`src/rtl/serial_word_loader_if.sv`:
```
// Serial input and parallel load-strobe signals of serial_word_loader.
// The master drives the serial stream and the slave (the loader) drives the parallel side.
interface serial_word_loader_if #(
    parameter int WIDTH = 8
);
    logic             SerIn;
    logic             SerValidN;
    logic [WIDTH-1:0] Dout;
    logic             EnbarOut;
    logic             Busy;
    logic             ParErr;

    modport master (
        output SerIn, SerValidN,
        input  Dout, EnbarOut, Busy, ParErr
    );

    modport slave (
        input  SerIn, SerValidN,
        output Dout, EnbarOut, Busy, ParErr
    );
endinterface

```
`src/rtl/serial_word_loader.sv`:
```
// Serial-to-parallel word loader that feeds a negative-edge register bank through a one-cycle low load strobe.
// Optional macro PARITY_CHECK_EN: each frame carries one trailing even-parity bit, and a bad frame is dropped with a ParErr pulse.
module serial_word_loader #(
    parameter int WIDTH = 8
) (
    input  logic                 ClkN,
    input  logic                 ClrN,
    serial_word_loader_if.slave  bus,
    output logic [1:0]           state_dbg
);
    // Handshake: on a falling edge, SerIn is taken only when SerValidN is 0.
    // There is no back-pressure, so every qualified bit is consumed.
    // EnbarOut goes low for one cycle on the edge that completes a word.

`ifdef PARITY_CHECK_EN
    localparam int FRAME_LEN = WIDTH + 1;
`else
    localparam int FRAME_LEN = WIDTH;
`endif
    localparam int CW = $clog2(WIDTH + 1);
    localparam int IW = (WIDTH > 1) ? $clog2(WIDTH) : 1;
    localparam logic [CW-1:0] LAST_IDX = CW'(FRAME_LEN - 1);

    localparam logic [1:0] IDLE   = 2'd0;
    localparam logic [1:0] SHIFT  = 2'd1;
    localparam logic [1:0] STROBE = 2'd2;

    logic [1:0]       state;
    logic [WIDTH-1:0] sr;
    logic [CW-1:0]    cnt;
    logic [WIDTH-1:0] dout_q;
    logic             enbar_q;
    logic             busy_q;
    logic             accept;
    logic             last_bit;
    logic             frame_ok;
    logic [WIDTH-1:0] full_word;

    assign accept   = ~bus.SerValidN;
    assign last_bit = (cnt == LAST_IDX);

    always_comb begin
        full_word = sr;
`ifdef PARITY_CHECK_EN
        frame_ok  = ~((^sr) ^ bus.SerIn);
`else
        // The final data bit has not yet been written to sr, so it is taken straight from SerIn.
        full_word[WIDTH-1] = bus.SerIn;
        frame_ok  = 1'b1;
`endif
    end

`ifdef PARITY_CHECK_EN
    logic par_err_q;
    assign bus.ParErr = par_err_q;
`else
    assign bus.ParErr = 1'b0;
`endif

    always_ff @(negedge ClkN) begin
        if (!ClrN) begin
            state   <= IDLE;
            sr      <= '0;
            cnt     <= '0;
            dout_q  <= '0;
            enbar_q <= 1'b1;
            busy_q  <= 1'b0;
`ifdef PARITY_CHECK_EN
            par_err_q <= 1'b0;
`endif
        end else begin
            enbar_q <= 1'b1;
`ifdef PARITY_CHECK_EN
            par_err_q <= 1'b0;
`endif
            case (state)
                SHIFT: begin
                    if (accept) begin
                        if (last_bit) begin
                            cnt    <= '0;
                            busy_q <= 1'b0;
                            if (frame_ok) begin
                                dout_q  <= full_word;
                                enbar_q <= 1'b0;
                                state   <= STROBE;
                            end else begin
`ifdef PARITY_CHECK_EN
                                par_err_q <= 1'b1;
`endif
                                state     <= IDLE;
                            end
                        end else begin
                            sr[cnt[IW-1:0]] <= bus.SerIn;
                            cnt             <= cnt + CW'(1);
                        end
                    end
                end
                default: begin
                    // IDLE and STROBE both start a new frame here, which allows back-to-back frames.
                    if (accept) begin
                        sr[0]  <= bus.SerIn;
                        cnt    <= CW'(1);
                        busy_q <= 1'b1;
                        state  <= SHIFT;
                    end else begin
                        cnt    <= '0;
                        busy_q <= 1'b0;
                        state  <= IDLE;
                    end
                end
            endcase
        end
    end

    assign bus.Dout     = dout_q;
    assign bus.EnbarOut = enbar_q;
    assign bus.Busy     = busy_q;
    assign state_dbg    = state;
endmodule

```
`src/flat_wrapper.sv`:
```
// flat-port wrapper written by rule: the top's interface ports become plain ports
module serial_word_loader_flat 
#(
    parameter int WIDTH = 8
)
  (ClkN, ClrN, state_dbg, bus_SerIn, bus_SerValidN, bus_Dout, bus_EnbarOut, bus_Busy, bus_ParErr);
  serial_word_loader_if #(.WIDTH(WIDTH)) bus_i ();
  input  logic ClkN;
  input  logic ClrN;
  output logic [1:0] state_dbg;
  input wire logic [$bits(bus_i.SerIn)-1:0] bus_SerIn;
  input wire logic [$bits(bus_i.SerValidN)-1:0] bus_SerValidN;
  output wire logic [$bits(bus_i.Dout)-1:0] bus_Dout;
  output wire logic [$bits(bus_i.EnbarOut)-1:0] bus_EnbarOut;
  output wire logic [$bits(bus_i.Busy)-1:0] bus_Busy;
  output wire logic [$bits(bus_i.ParErr)-1:0] bus_ParErr;
  assign bus_i.SerIn = bus_SerIn;
  assign bus_i.SerValidN = bus_SerValidN;
  assign bus_Dout = bus_i.Dout;
  assign bus_EnbarOut = bus_i.EnbarOut;
  assign bus_Busy = bus_i.Busy;
  assign bus_ParErr = bus_i.ParErr;
  serial_word_loader #(.WIDTH(WIDTH)) u_core (.ClkN(ClkN), .ClrN(ClrN), .bus(bus_i), .state_dbg(state_dbg));
endmodule
```
`config.mk`:
```
export PLATFORM = sky130hd
export DESIGN_NAME = serial_word_loader_flat
export DESIGN_NICKNAME = d
export VERILOG_FILES = /design/src/rtl/serial_word_loader_if.sv /design/src/rtl/serial_word_loader.sv /design/src/flat_wrapper.sv
export SDC_FILE = /design/constraint.sdc
export NUM_CORES = 1
export LEC_CHECK = 0
export ABC_AREA = 1
export BUFFER_PORTS_ARGS = -buffer_cell sky130_fd_sc_hd__buf_2
export CORE_AREA = 2 2 53 45
export DETAILED_ROUTE_END_ITERATION = 16
export DIE_AREA = 0 0 55 47
export PLACE_DENSITY = 0.79
export SYNTH_ARGS = -nofsm -noshare
export SYNTH_HDL_FRONTEND = slang
export SYNTH_SLANG_ARGS = --single-unit
```
`constraint.sdc`:
```
create_clock -name ClkN -period 4 [get_ports ClkN]
set_input_delay 0.8 -clock ClkN [delete_from_list [all_inputs] [get_ports ClkN]]
set_output_delay 0.8 -clock ClkN [all_outputs]
set_load 0.01 [all_outputs]
```
# Yosys cells after proc, flatten, opt, wreduce, memory -nomap -nowiden
# Cells that the tools add are included.
[word_totals]
regBits = 24
output_inout_bits = 13
[classes]
add_sub_neg = 1
order_cmp = 2
eq_ne = 5
n_mux = 20
bitwise = 4
n_reduce_logical = 6
[op_table]
columns = ["op", "count"]
rows = [
  ["1-bit 2-to-1 mux", 12],
  ["4-bit 2-to-1 mux", 3],
  ["8-bit bitwise mux", 1],
  ["2-bit 2-to-1 mux", 3],
  ["3-bit AND reduction", 2],
  ["4-bit by 1-bit adder with 4-bit output (second input constant)", 1],
  ["4-bit by 3-bit == test with 1-bit output (second input constant)", 1],
  ["3-bit by 4-bit less-than comparator with 1-bit output (second input constant)", 1],
  ["2-bit != test (second input constant)", 2],
  ["1-bit inverter", 4],
  ["2-bit AND reduction", 2],
  ["1-bit demux with 3-bit select", 1],
  ["3-bit by 1-bit greater-or-equal comparator with 1-bit output (second input constant)", 1],
  ["3-bit OR reduction", 1],
  ["2-bit by 1-bit == test with 1-bit output (second input constant)", 1],
  ["2-bit by 1-bit != test with 1-bit output (second input constant)", 1],
  ["1-bit logical AND", 1],
]

# Logic depth before layout (Yosys ltp)
# Gate-level depths: netlist of run 1.
[depth]
ltp_word = 8
mapped_depth = 8
ltp_nobuf = 8

==> reports/qor.yml, run 1 <==
status: "completed"
grt_max_degree: 18
ys_warn_count: 0
r2r-end: "u_core.bus.Dout[3]$_SDFFE_NN0P_"
grt-ovfl-total: 0
antennaDiodeCount: 0
power.internal_w: 0.000298
cts_setup_buffers: 0
cellLeakagePower_nw: 0.651
die-area_um2: 2590
drt_iter0_markers: 37
start_kind: "register"
syn_inst: 140
skew_ns: 0.0271
ys_async_sr_fraction_pct: 0
wl_per_cell_um: 10.2
drt_wl_total_mm: 2.06
cts_buffer_depth: 2
maxSlewViolCount: 0
ctsHoldBuffers: 0
crit_fanout: 3
grt_pass1_wl_mm: 3.23
vias_per_cell: 4.99
syn_nets: 145
swShare_pct: 33.0
io_pins: 17
cp.arrival_ns: 2.91
synth_flop_cell: "dfxtp_1"
cts_tree: "built"
synthTopCellsByArea: "dfxtp_1, nor2_1, nand2_1"
hold_violations: 0
avgSynthCellArea_um2: 7.04
cts_buffers: 3
drive_gt1_share_pct: 16.4
ctsResizeCount: 0
clock_sinks: 22
gp_congestion: 0.887
crit_path_max_incr_delay_ns: 0.38
hold_path_class: "reg -> reg"
ys_ff_latch: 22
worst-setup-path-type: "reg -> out"
fp.dieH_um: 47
combPwrFrac_pct: 6.1
antenna_found_initial: 0
irDropWorstVdd_mv: 0.187
finalSetupViolCount: 0
holdPathEnd: "u_core.bus.Dout[6]$_SDFFE_NN0P_"
die_x_um: 55
grt.total_usage_pct: 17.6
clk_latency_ns: 0.38
worstRegToRegCells: 6
place_hpwl_mm: 1.42
r2r-start: "u_core.cnt[1]$_SDFFE_NN0P_"
portBuffers: 15
netlist_area_um2: 986
p_per_area_nw_per_um2: 377
synth.distinct_cells: 21
synth_edf_count: 0
hold_ws_ns: 0.486
remaining_drc_errors: 0
yosysTopAreaCellShare_pct: 44.7
nets: 183
path_depth: 1
rsz0062_at_grt: "false"
antenna_left: 0
crit_path_end_kind: "primary output"
yosys.area.top_type: "dfxtp_1"
required_ns: 3.20
holdPathStages: 2
first_global_vias: 813
routed-via-count: 1008
yosysSeqAreaShare_pct: 44.7
fp.coreArea_um2: 2060
synthTopCellsByCount: "nor2_1, nand2_1, dfxtp_1, inv_1, o21ai_0"
critPathSlowestCell: "dfxtp_1"
crit_chain: "buf_2"
r2r_setup_slack_ns: 2.49
synth.most_common_cell: "nor2_1"
worstHoldStart: "u_core.sr[6]$_SDFFE_NN0P_"
clkPwrFrac_pct: 43.4
pwr-share-seq_pct: 50.5
initial_core_util_pct: 47.8
tns_ns: 0
worst_path_dominant_cell_family: "flip-flops"
dr.pass1.iters: 4
path_clk_slew_ns: 0.04
htreeDepth: 1
area_growth_pct: 19.9
switching_power_w: 0.000147
fp-row-count: 15
max_cap_violations: 0
crit_buf_inv: 1
root_buffer: "clkbuf_4"
==> per-layer routing <==
layer	wire, um	up-vias	track usage (%)
met1	893	446	21.7
met5	0	-	0
met2	963	47	26.0
li1	-	511	-
met3	176	4	7.01
met4	29	0	10.7
==> worst max path at each step <==
stage | startpoint | endpoint | slack, ns
global route | u_core.state_dbg[1]$_SDFFE_NN0P_ | state_dbg[1] | 0.24
CTS | u_core.state_dbg[1]$_SDFFE_NN0P_ | state_dbg[1] | 0.28
finish | u_core.state_dbg[1]$_SDFFE_NN0P_ | state_dbg[1] | 0.29
detailed placement | bus_SerValidN | u_core.bus.Dout[3]$_SDFFE_NN0P_ | 0.22
floorplan | bus_SerValidN | u_core.bus.Dout[0]$_SDFFE_NN0P_ | 0.49
global placement | bus_SerValidN | u_core.bus.Dout[3]$_SDFFE_NN0P_ | 0.28
==> sequential cells by signal, indices dropped and copies added (netlist names) <==
signal	cells
u_core.bus.Dout	8
u_core.bus.EnbarOut	1
u_core.cnt	4
u_core.sr	7
u_core.state_dbg	2
==> final cells by class <==
type	count	area, um2
Tap cell	25	31.3
Inverter	15	58.8
Clock inverter	23	88.8
Fill cell	192	882
Timing Repair Buffer	16	82.6
Multi-Input combinational cell	98	458
Sequential cell	22	440
Clock buffer	3	22.5
==> cell usage in the layout (no fill, tap or decap), types with 3 or more instances in the layout <==
cell      count
buf_2        15
nand3_1       7
a21oi_1       9
o21ai_0      11
nor2_1       32
nand2_1      25
clkbuf_4      3
nor2_4        3
dfxtp_1      22
inv_1        35
==> power by group through the flow <==
stage          Combinational (W)  Sequential [W]  Clock (W)
3_5_place_dp           0.0000264        0.000229  0.0000352
6_report               0.0000271        0.000225   0.000193
3_3_place_gp           0.0000260        0.000229  0.0000352
2_1_floorplan          0.0000206        0.000229  0.0000352
4_1_cts                0.0000267        0.000225   0.000206
5_1_grt                0.0000299        0.000224   0.000231
==> kinds of logic after synthesis <==
logic type / after synthesis / share of synthesized area (%)
DFF: 22 / 44.7
and+or+nand+nor: 75 / 33.9
other: 1 / 0.380
adders and majority gates: 1 / 1.27
buffers and inverters: 20 / 8.88
AOI/OAI and AO/OA: 21 / 10.9
==> per-stage QoR <==
stage / instance area [um2] / power (W) / setup slack [ns] / cells / utilization [%]
finish: 1180 / 0.000445 / 0.294 / 202 / 57.3
global route: 1180 / 0.000485 / 0.238 / 202 / 57.3
global placement: 1070 / 0.000290 / 0.276 / 177 / 52.1
detailed placement: 1070 / 0.000290 / 0.216 / 177 / 52.1
CTS: 1180 / 0.000457 / 0.277 / 202 / 57.3
floorplan: 986 / 0.000284 / 0.494 / 140 / -
(Power assumes the default switching activity.)
==> run 2: changes to the inputs <==
Settings changed: HOLD_SLACK_MARGIN set to 0.15.
Clock period 4 ns to 4.7 ns, I/O delays scaled along.
==> reports/qor.yml, run 2 (same netlist as run 1, synthesis figures left out) <==
status: "completed"
totalPowerFinal_w: 0.000375
crit_buf_inv: 1
holdPathStages: 2
cts_buffers: 3
ctsResizeCount: 0
cts_buffer_depth: 2
fp.dieH_um: 47
skew_ns: 0.0232
drt_iter0_markers: 28
worst-setup-path-type: "reg -> out"
dr.pass1.iters: 4
path_clk_slew_ns: 0.05
r2r_setup_slack_ns: 3.27
fp-row-count: 15
dp_cells: 176
die-area_um2: 2590
combPwrFrac_pct: 5.9
drt_wl_total_mm: 2.14
area_growth_pct: 19.0
io_pins: 17
vias_per_cell: 4.94
ctsHoldBuffers: 0
crit_chain: "buf_2"
nets: 182
clk_latency_ns: 0.39
grt_max_degree: 19
hold_path_class: "reg -> reg"
switching_power_w: 0.000123
p_per_area_nw_per_um2: 319
drive_gt1_share_pct: 15.9
critPathSlowestCell: "dfxtp_1"
worstHoldStart: "u_core.sr[6]$_SDFFE_NN0P_"
root_buffer: "clkbuf_4"
r2r-start: "u_core.cnt[1]$_SDFFE_NN0P_"
pwr-share-seq_pct: 51.1
worstRegToRegCells: 6
max_cap_violations: 0
grt-ovfl-total: 0
first_global_vias: 906
grt.total_usage_pct: 18.9
place_hpwl_mm: 1.51
portBuffers: 15
routed-via-count: 992
crit_path_max_incr_delay_ns: 0.38
worst_path_dominant_cell_family: "flip-flops"
gp_congestion: 0.892
final_common_cell: "inv_1"
antenna_left: 0
cts_setup_buffers: 0
holdPathEnd: "u_core.bus.Dout[6]$_SDFFE_NN0P_"
antennaDiodeCount: 0
fp.coreArea_um2: 2060
wl_per_cell_um: 10.6
crit_fanout: 3
clkPwrFrac_pct: 43.0
irDropWorstVdd_mv: 0.238
crit_path_end_kind: "primary output"
layout_common_cells: "inv_1, nor2_1, nand2_1"
start_kind: "register"
swShare_pct: 32.8
rsz0062_at_grt: "false"
initial_core_util_pct: 47.8
hold_violations: 0
finalSetupViolCount: 0
largest_register_ffs: 8
fin_ws_ns: 0.503
fin_cells: 201
htreeDepth: 1
required_ns: 3.76
nFillCells: 199
dp_slack_ns: 0.450
power.internal_w: 0.000252
remaining_drc_errors: 0
clock_sinks: 22
antenna_found_initial: 0
die_x_um: 55
maxSlewViolCount: 0
r2r-end: "u_core.bus.Dout[7]$_SDFFE_NN0P_"
cts_tree: "built"
cellLeakagePower_nw: 0.642
grt_pass1_wl_mm: 3.49
cp.arrival_ns: 3.26
tns_ns: 0
==> run 2: cell types whose count changed in the layout (fill, tap and decap cells not counted) <==
cell | previous run | this run
buf_4 | 1 | 0
clkinvlp_2 | 0 | 1
inv_4 | 2 | 1
==> run 2: worst reg2reg max path: cells and delay by family, from the launching register on <==
| family | cells | cell delay (ns) |
|---|---|---|
| fa+ha+maj | 1 | 0.27 |
| buf+inv | 1 | 0.10 |
| flops | 1 | 0.43 |
| simple gates | 4 | 0.53 |
==> run 2: power by group through the flow <==
stage	logic, W	registers, W	clock network, W
floorplan	0.0000175	0.000195	0.0000299
global placement	0.0000215	0.000195	0.0000299
detailed placement	0.0000218	0.000195	0.0000299
CTS	0.0000221	0.000191	0.000168
global route	0.0000249	0.000191	0.000190
finish	0.0000221	0.000191	0.000161
==> run 2: layer usage <==
metal  global-route usage [%]  wire [um]  part of all wire, %
met1                     21.5        961                   45
met2                     26.9        984                   46
met3                     10.8        160                  7.5
met4                     12.7         31                  1.4
met5                        0          0                    0
==> run 2: how the worst max path moves through the flow <==
stage | start | end | slack, ns | depth (start not counted)
CTS | u_core.state_dbg[1]$_SDFFE_NN0P_ | state_dbg[1] | 0.49 | 1
finish | u_core.state_dbg[1]$_SDFFE_NN0P_ | state_dbg[1] | 0.50 | 1
floorplan | bus_SerValidN | u_core.bus.Dout[0]$_SDFFE_NN0P_ | 0.70 | 6
global route | u_core.state_dbg[0]$_SDFFE_NN0P_ | bus_Busy | 0.45 | 1
detailed placement | bus_SerValidN | u_core.bus.Dout[2]$_SDFFE_NN0P_ | 0.45 | 7
global placement | bus_SerValidN | u_core.bus.Dout[4]$_SDFFE_NN0P_ | 0.48 | 7
==> run 2: area by class of cell <==
| class | count | area (um2) | share of cell area (%) |
|---|---|---|---|
| multi-input combinational | 98 | 458 | 39.0 |
| inverter | 15 | 58.8 | 5.01 |
| tap | 25 | 31.3 | 2.67 |
| timing repair buffer | 15 | 75.1 | 6.40 |
| sequential | 22 | 440 | 37.5 |
| clock inverter | 23 | 87.6 | 7.46 |
| clock buffer | 3 | 22.5 | 1.92 |
==> run 2: per-stage QoR <==
stage                     util (%)  area [um2]  hold WS (ns)
after floorplan                  -         986         0.449
after global placement        51.7        1070         0.475
after detailed placement      51.7        1070         0.481
after CTS                     56.8        1170         0.482
after global routing          56.8        1170         0.513
final                         56.8        1170         0.480
